<file path="config.mk">
export PLATFORM = sky130hd
export DESIGN_NAME = mac_tx_arbiter
export DESIGN_NICKNAME = d
export VERILOG_FILES = /design/src/rtl/mac_tx_arbiter.sv
export SDC_FILE = /design/constraint.sdc
export NUM_CORES = 1
export LEC_CHECK = 0
export ABC_AREA = 1
export BUFFER_PORTS_ARGS = -buffer_cell sky130_fd_sc_hd__buf_4
export CORE_MARGIN = 1
export CORE_UTILIZATION = 45
export DETAILED_ROUTE_END_ITERATION = 7
export PLACE_DENSITY = 0.84
export SYNTH_ARGS = -nofsm -noshare
export SYNTH_HDL_FRONTEND = slang
export SYNTH_SLANG_ARGS = --single-unit
</file>
<file path="constraint.sdc">
create_clock -name clk -period 1.7 [get_ports clk]
set_input_delay 0.34 -clock clk [delete_from_list [all_inputs] [get_ports clk]]
set_output_delay 0.34 -clock clk [all_outputs]
set_load 0.1 [all_outputs]
</file>
<file path="src/rtl/mac_tx_arbiter.sv">
// Round-robin front end that shares one mac_tx between two frame requesters and
// enforces the inter-frame gap. Optional counters: define MAC_TX_ARB_STATS_EN.
`timescale 1ns/1ps
module mac_tx_arbiter #(
  parameter int PAYLOAD_WIDTH = 40,
  parameter int IFG_CYCLES    = 48,
  parameter int START_TIMEOUT = 16
) (
  input  logic                     clk,
  input  logic                     rst_n,
  input  logic                     req0_valid,
  input  logic [PAYLOAD_WIDTH-1:0] req0_payload,
  output logic                     req0_ready,
  input  logic                     req1_valid,
  input  logic [PAYLOAD_WIDTH-1:0] req1_payload,
  output logic                     req1_ready,
  input  logic                     txen_i,
  output logic [PAYLOAD_WIDTH-1:0] payload_o,
  output logic                     start_o,
  output logic                     grant_o,
  output logic                     busy_o,
  output logic                     timeout_o,
  output logic [15:0]              frames_o,
  output logic [7:0]               timeouts_o
);

  localparam int TO_EFF  = (START_TIMEOUT < 1) ? 1 : START_TIMEOUT;
  localparam int IFG_EFF = (IFG_CYCLES < 1) ? 1 : IFG_CYCLES;
  localparam int CNT_MAX = (TO_EFF > IFG_EFF) ? TO_EFF : IFG_EFF;
  localparam int CNT_W   = $clog2(CNT_MAX + 1);

  // The counter holds cycles already elapsed, so the last cycle of a phase is N-1.
  localparam logic [CNT_W-1:0] TO_LAST  = CNT_W'(TO_EFF - 1);
  localparam logic [CNT_W-1:0] IFG_LAST = CNT_W'(IFG_EFF - 1);
  localparam logic [CNT_W-1:0] CNT_ONE  = CNT_W'(1);

  typedef enum logic [2:0] {
    ST_IDLE    = 3'd0,
    ST_START   = 3'd1,
    ST_WAIT_TX = 3'd2,
    ST_TX      = 3'd3,
    ST_GAP     = 3'd4
  } state_t;

  state_t                   r_state;
  state_t                   w_state_nxt;
  logic [CNT_W-1:0]         r_cnt;
  logic [CNT_W-1:0]         w_cnt_nxt;
  logic [PAYLOAD_WIDTH-1:0] r_payload;
  logic                     r_start;
  logic                     r_grant;
  logic                     r_busy;
  logic                     r_timeout;
  logic                     r_last;
  logic                     w_sel;
  logic                     w_req_any;
  logic                     w_arb_open;
  logic                     w_accept;
  logic                     w_timeout;

  // Requester selection; txen_i high blocks grants after a reset mid-frame.
  always_comb begin
    w_sel      = 1'b0;
    w_req_any  = 1'b0;
    w_arb_open = (r_state == ST_IDLE) && !txen_i;
    if (req0_valid && req1_valid) begin
      w_sel     = ~r_last;
      w_req_any = 1'b1;
    end else if (req0_valid) begin
      w_sel     = 1'b0;
      w_req_any = 1'b1;
    end else if (req1_valid) begin
      w_sel     = 1'b1;
      w_req_any = 1'b1;
    end else begin
      w_sel     = 1'b0;
      w_req_any = 1'b0;
    end
    w_accept = w_arb_open && w_req_any;
  end

  assign req0_ready = w_accept && !w_sel;
  assign req1_ready = w_accept && w_sel;

  // Next-state, phase counter and timeout decision.
  always_comb begin
    w_state_nxt = r_state;
    w_cnt_nxt   = r_cnt;
    w_timeout   = 1'b0;
    case (r_state)
      ST_IDLE: begin
        if (w_accept) begin
          w_state_nxt = ST_START;
        end else begin
          w_state_nxt = ST_IDLE;
        end
      end
      ST_START: begin
        w_state_nxt = ST_WAIT_TX;
        w_cnt_nxt   = CNT_ONE;
      end
      ST_WAIT_TX: begin
        if (txen_i) begin
          w_state_nxt = ST_TX;
        end else if (r_cnt >= TO_LAST) begin
          w_state_nxt = ST_GAP;
          w_cnt_nxt   = CNT_ONE;
          w_timeout   = 1'b1;
        end else begin
          w_cnt_nxt = r_cnt + CNT_ONE;
        end
      end
      ST_TX: begin
        if (txen_i) begin
          w_state_nxt = ST_TX;
        end else begin
          w_state_nxt = ST_GAP;
          w_cnt_nxt   = CNT_ONE;
        end
      end
      ST_GAP: begin
        // A txen rising here is a late frame following a timeout.
        if (txen_i) begin
          w_state_nxt = ST_TX;
        end else if (r_cnt >= IFG_LAST) begin
          w_state_nxt = ST_IDLE;
        end else begin
          w_cnt_nxt = r_cnt + CNT_ONE;
        end
      end
      default: begin
        w_state_nxt = ST_IDLE;
        w_cnt_nxt   = {CNT_W{1'b0}};
      end
    endcase
  end

  // State and phase counter registers.
  always_ff @(posedge clk or negedge rst_n) begin
    if (!rst_n) begin
      r_state <= ST_IDLE;
      r_cnt   <= {CNT_W{1'b0}};
    end else begin
      r_state <= w_state_nxt;
      r_cnt   <= w_cnt_nxt;
    end
  end

  // Registered outputs; r_last starts at 1 so req0 wins the first tie.
  always_ff @(posedge clk or negedge rst_n) begin
    if (!rst_n) begin
      r_payload <= {PAYLOAD_WIDTH{1'b0}};
      r_start   <= 1'b0;
      r_grant   <= 1'b0;
      r_busy    <= 1'b0;
      r_timeout <= 1'b0;
      r_last    <= 1'b1;
    end else begin
      r_start   <= (w_state_nxt == ST_START);
      r_busy    <= (w_state_nxt != ST_IDLE);
      r_timeout <= w_timeout;
      if (w_accept) begin
        r_payload <= w_sel ? req1_payload : req0_payload;
        r_grant   <= w_sel;
        r_last    <= w_sel;
      end
    end
  end

  assign payload_o = r_payload;
  assign start_o   = r_start;
  assign grant_o   = r_grant;
  assign busy_o    = r_busy;
  assign timeout_o = r_timeout;

`ifdef MAC_TX_ARB_STATS_EN
  logic [15:0] r_frames;
  logic [7:0]  r_timeouts;
  logic        w_frame_done;

  assign w_frame_done = (r_state == ST_TX) && !txen_i;

  // Frame counter wraps; timeout counter saturates.
  always_ff @(posedge clk or negedge rst_n) begin
    if (!rst_n) begin
      r_frames   <= 16'd0;
      r_timeouts <= 8'd0;
    end else begin
      if (w_frame_done) begin
        r_frames <= r_frames + 16'd1;
      end
      if (r_timeout && (r_timeouts != 8'hFF)) begin
        r_timeouts <= r_timeouts + 8'd1;
      end
    end
  end

  assign frames_o   = r_frames;
  assign timeouts_o = r_timeouts;
`else
  assign frames_o   = 16'd0;
  assign timeouts_o = 8'd0;
`endif

endmodule

</file>
; After elaboration in Yosys (flattened, before gate mapping)
; Cells that the tools add are included.
[word_totals]
regBits = 54
input_bits = 85
output_inout_bits = 70
elab_cells = 54
[op_classes]
add_sub_neg = 1
magnitude_cmp = 2
n_eq_ne = 9
n_mux = 22
bitwise_logic = 2
reduce_logical = 10
[op_table]
columns = operator, n
row1 = 40-bit two-way mux, 1
row2 = 6-bit two-way mux, 5
row3 = 6-bit case mux with 5 select lines, 1
row4 = 3-bit two-way mux, 5
row5 = 3-bit case mux with 5 select lines, 1
row6 = 1-bit two-way mux, 9
row7 = 2-bit inequality test (second input constant), 4
row8 = 6-bit by 1-bit adder with 6-bit output (second input constant), 1
row9 = 3-bit by 1-bit == test with 1-bit output (second input constant), 2
row10 = 3-bit by 2-bit == test with 1-bit output (second input constant), 2
row11 = 6-bit by 4-bit >= comparator with 1-bit output (second input constant), 1
row12 = 6-bit >= comparator (second input constant), 1
row13 = 1-bit logical AND, 5
row14 = 5-bit AND reduction, 1
row15 = 3-bit == test (second input constant), 1
row16 = 3-bit logical NOT, 1
row17 = 3-bit nonzero test, 1
row18 = 1-bit logical NOT, 2
row19 = 1-bit inverter, 2

; Longest topological paths before layout
[logic_depth]
ltp_word = 7
ltp_mapped = 9
depth_no_buf = 9

; Least setup slack after synthesis
; Ideal clock, no wire load.
[synth_timing]
path_type = register to output
startpoint = register r_last
endpoint = output req0_ready
arrival_time_ns = 1.260
required_ns = 1.360
setup_slack_ns = 0.100
path_stages_with_launch = 6
n_path_buf = 1
path_cell_list = dfstp_2 nand2_1 nand2_1 inv_1 nor2_8 buf_6
[synth_between]
elab_chain_cells = 4
[synth_lines]
columns = element, line
row1 = "start, declared", 54  ; logic r_last;
row2 = "start signal, assigned", 165  ; r_last <= w_sel;
row3 = 1-bit inverter, 67  ; w_sel = ~r_last;
row4 = 1-bit two-way mux, 66  ; if (req0_valid && req1_valid) begin
row5 = 1-bit logical NOT, 82  ; assign req0_ready = w_accept && !w_sel;
row6 = 1-bit logical AND, 82
row7 = "end, declared", 13  ; output logic req0_ready,
; No other way between the ends.

; Final worst setup path
[layout_timing]
startpoint = register r_state[1]
endpoint = output req1_ready
[layout_between]
elab_chain_cells = 4
[layout_lines]
columns = element, line
row1 = "start, declared", 45  ; state_t r_state;
row2 = "start signal, assigned", 144  ; r_state <= w_state_nxt;
row3 = 3-bit logical NOT, 65  ; w_arb_open = (r_state == ST_IDLE) && !txen_i;
row4 = 1-bit logical AND, 65
row5 = 1-bit logical AND, 79  ; w_accept = w_arb_open && w_req_any;
row6 = 1-bit logical AND, 83  ; assign req1_ready = w_accept && w_sel;
row7 = "end, declared", 16  ; output logic req1_ready,
; No other way between the ends.

==> flow_metrics.tcl <==
set metrics [dict create \
    post_synth_main_area_contributors "dfrtp_1, nand2_1, nand3_1" \
    hp-class "input pin to async pin" \
    rsz0062_at_grt "true" \
    die_h_um 80.9 \
    finalSetupViolCount 1 \
    ys.flop_type "dfrtp_1" \
    crit_type "register to output port" \
    violations "negative setup slack" \
    syn_area_mm2 0.00280 \
    grt_pass1_wl_um 11300 \
    htreeDepth 2 \
    finalHoldViolations 0 \
    nFillCells 524 \
    fp.dieW_um 80.9 \
    core_mm2 0.00596 \
    synth_top_family_by_area "simple AND/OR/NAND/NOR gates" \
    cts_made_buffers 5 \
    holdWs_ns 0.0604 \
    ys_seq_elements 54 \
    synth_adder_area_share 0.00447 \
    crit_path_top_delay_cell "dfrtp_1" \
    gp_congestion 0.835 \
    end_kind "output port" \
    initialDrtViolationCount 208 \
    routed_wl_um 7230 \
    cts_sinks 54 \
    port_buffers 130 \
    yosys-top-cells-count "nand2_1, dfrtp_1, nand3_1" \
    final_util 0.651 \
    via_per_inst 4.82 \
    maxCapViolCount 0 \
    cpPeakStageDelay_ns 0.43 \
    ctsRootBufferMaster "clkbuf_8" \
    path_cells "nor2_4, nand3_4, nor2_8, buf_12" \
    final_area_mm2 0.00387 \
    finClkSkew_ns 0.00555 \
    placed_cell_area_mm2 0.00373 \
    synth.top_cell.area_share 0.474 \
    rows 28 \
    initial_core_util 0.470 \
    layout-drive-gt1-share 0.319 \
    slew_headroom 0.541 \
    cp_max_fo 3 \
    synth_async_sr_flop_share 1.00 \
    synth_compound_area_frac 0.00983 \
    worstMarginPinSlew_ns 0.688 \
    num_vias 2745 \
    fmax_mhz 586 \
    postRouteAntennaNets 0 \
    slew_violations 0 \
    dieArea_mm2 0.00654 \
    grt_max_degree 55 \
    clockBufferDepth 2 \
    p_per_area_mw_per_mm2 2280 \
    grt.overflow.total 0 \
    syn_inst 360 \
    synth_xor_area_frac 0 \
    cp.arrival_ns 1.37 \
    yosysWarnings 0 \
    synthMuxAreaShare 0 \
    drt_pass1_iterations 4 \
    clk_pin_slew_ns 0.10 \
    synthSimpleGateAreaFrac 0.377 \
    grt_pass1_vias 2478 \
    synth_top_area_cell "dfrtp_1" \
    hpwl_um 5220 \
    yosysSeqAreaShare 0.483 \
    diodes 0 \
    fin_crit_sh 1.00 \
    io_pins 155 \
    p_leak_uw 0.00216 \
    cts_tree "done" \
    antenna_found_initial 0 \
    clkLatencyLatePin_ns 0.30 \
    synth_edf_count 0 \
    finalSetupTns_ns -0.00599 \
    min_period_ns 1.71 \
    nets 580 \
    status "complete, but fails checks" \
    track_usage 0.223 \
    cp-start-kind "register" \
    avgRoutedWirePerCell_um 12.7 \
    required_ns 1.36 \
    ys_types 20 \
    synth_most_common_cell "nand2_1" \
    fin_ws_ns -0.00599 \
    area_growth_syn_to_layout_pct 38.4 \
    synth_area_per_cell_um2 7.78 \
    irDropWorstVdd_v 0.00137 \
    drc 0 \
]
-- area by class of cell --
class	count	area, um^2	share of cell area
Sequential cell	54	1350	0.349
Multi-Input combinational cell	276	1190	0.308
Clock inverter	1	8.76	0.00226
Clock buffer	7	86.3	0.0223
Inverter	17	63.8	0.0165
Tap cell	75	93.8	0.0242
Timing Repair Buffer	140	1080	0.278
-- cell usage in the layout, fill, tap and decap left out --
master    netlist  routed
conb_1          1      24
dfrtp_1        53      52
nand3_1        53      53
inv_1          17      15
nor2_2          2       1
nor2_4          0       1
dfrtp_2         0       1
inv_2           0       2
inv_6           0       1
nor2_1         13      13
clkbuf_8        0       6
ha_1            1       1
buf_12          0       2
clkbuf_1        4       1
nand4_1         3       3
nand2_2         1       2
a21oi_1         3       3
buf_4          24     138
nand2_1       170     169
nand3b_1        1       1
nand3_4         1       1
dfstp_2         1       1
o21ai_0         1       1
o211ai_1        1       1
nor2_8          2       2
-- what timing repair did --
item	4_1_cts	5_1_grt
setup endpoints to repair	2	2
hold buffers	0	0
resized for setup	10	1
setup buffers	2	0
pin swaps	1	0
-- power breakdown --
group / switching [uW] / leakage [uW] / internal [uW] / total [uW]
combinational: 4690 / 0.00143 / 1250 / 5940
clock: 421 / 0.0000489 / 338 / 759
sequential: 335 / 0.000682 / 1820 / 2150
-- final timing paths --
| check | from | end | slack (ns) | cells after the start |
|---|---|---|---|---|
| max | r_state[1] | req1_ready | -0.006 | 4 |
| min | rst_n | start_o | 0.06 | 1 |
| max reg2reg | r_state[1] | payload_o[30] | 0.15 | 6 |
| min reg2reg | r_last | r_last | 0.48 | 2 |
| max in group asynchronous | rst_n | r_state[0] | 1.13 | 1 |
| min in group clk | req0_payload[26] | payload_o[26] | 0.23 | 3 |
-- critical path, delay by kind of cell, from the launching register on --
family / cells / cell delay (ns)
flip-flops: 1 / 0.43
AND/OR/NAND/NOR: 3 / 0.45
buffers and inverters: 1 / 0.18
-- state kept, by name, indices dropped and copies added, names as in the netlist --
register,flops
timeout_o,1
r_state,3
start_o,1
busy_o,1
r_cnt,6
grant_o,1
r_last,1
payload_o,40
-- routing by layer --
layer | part of all wire | global-route usage
met1 | 0.43 | 0.282
met3 | 0.053 | 0.0404
met5 | 0 | 0
met4 | 0.017 | 0.0696
met2 | 0.50 | 0.387
-- cells by family after synthesis --
group,after synthesis
adder cells (fa/ha/maj),1
buffers and inverters,53
flip-flops,54
other,1
AO/OA/AOI/OAI,5
AND/OR/NAND/NOR,246
-- metrics by stage --
step	worst slack (ns)	instances	power, uW
floorplan	0.100	383	6780
finish	-0.00599	570	8850
global placement	0.115	560	7950
detailed placement	0.0342	560	8050
CTS	0.00407	570	8890
global route	-0.0618	570	9260
Power figures use the tool's default switching activity.
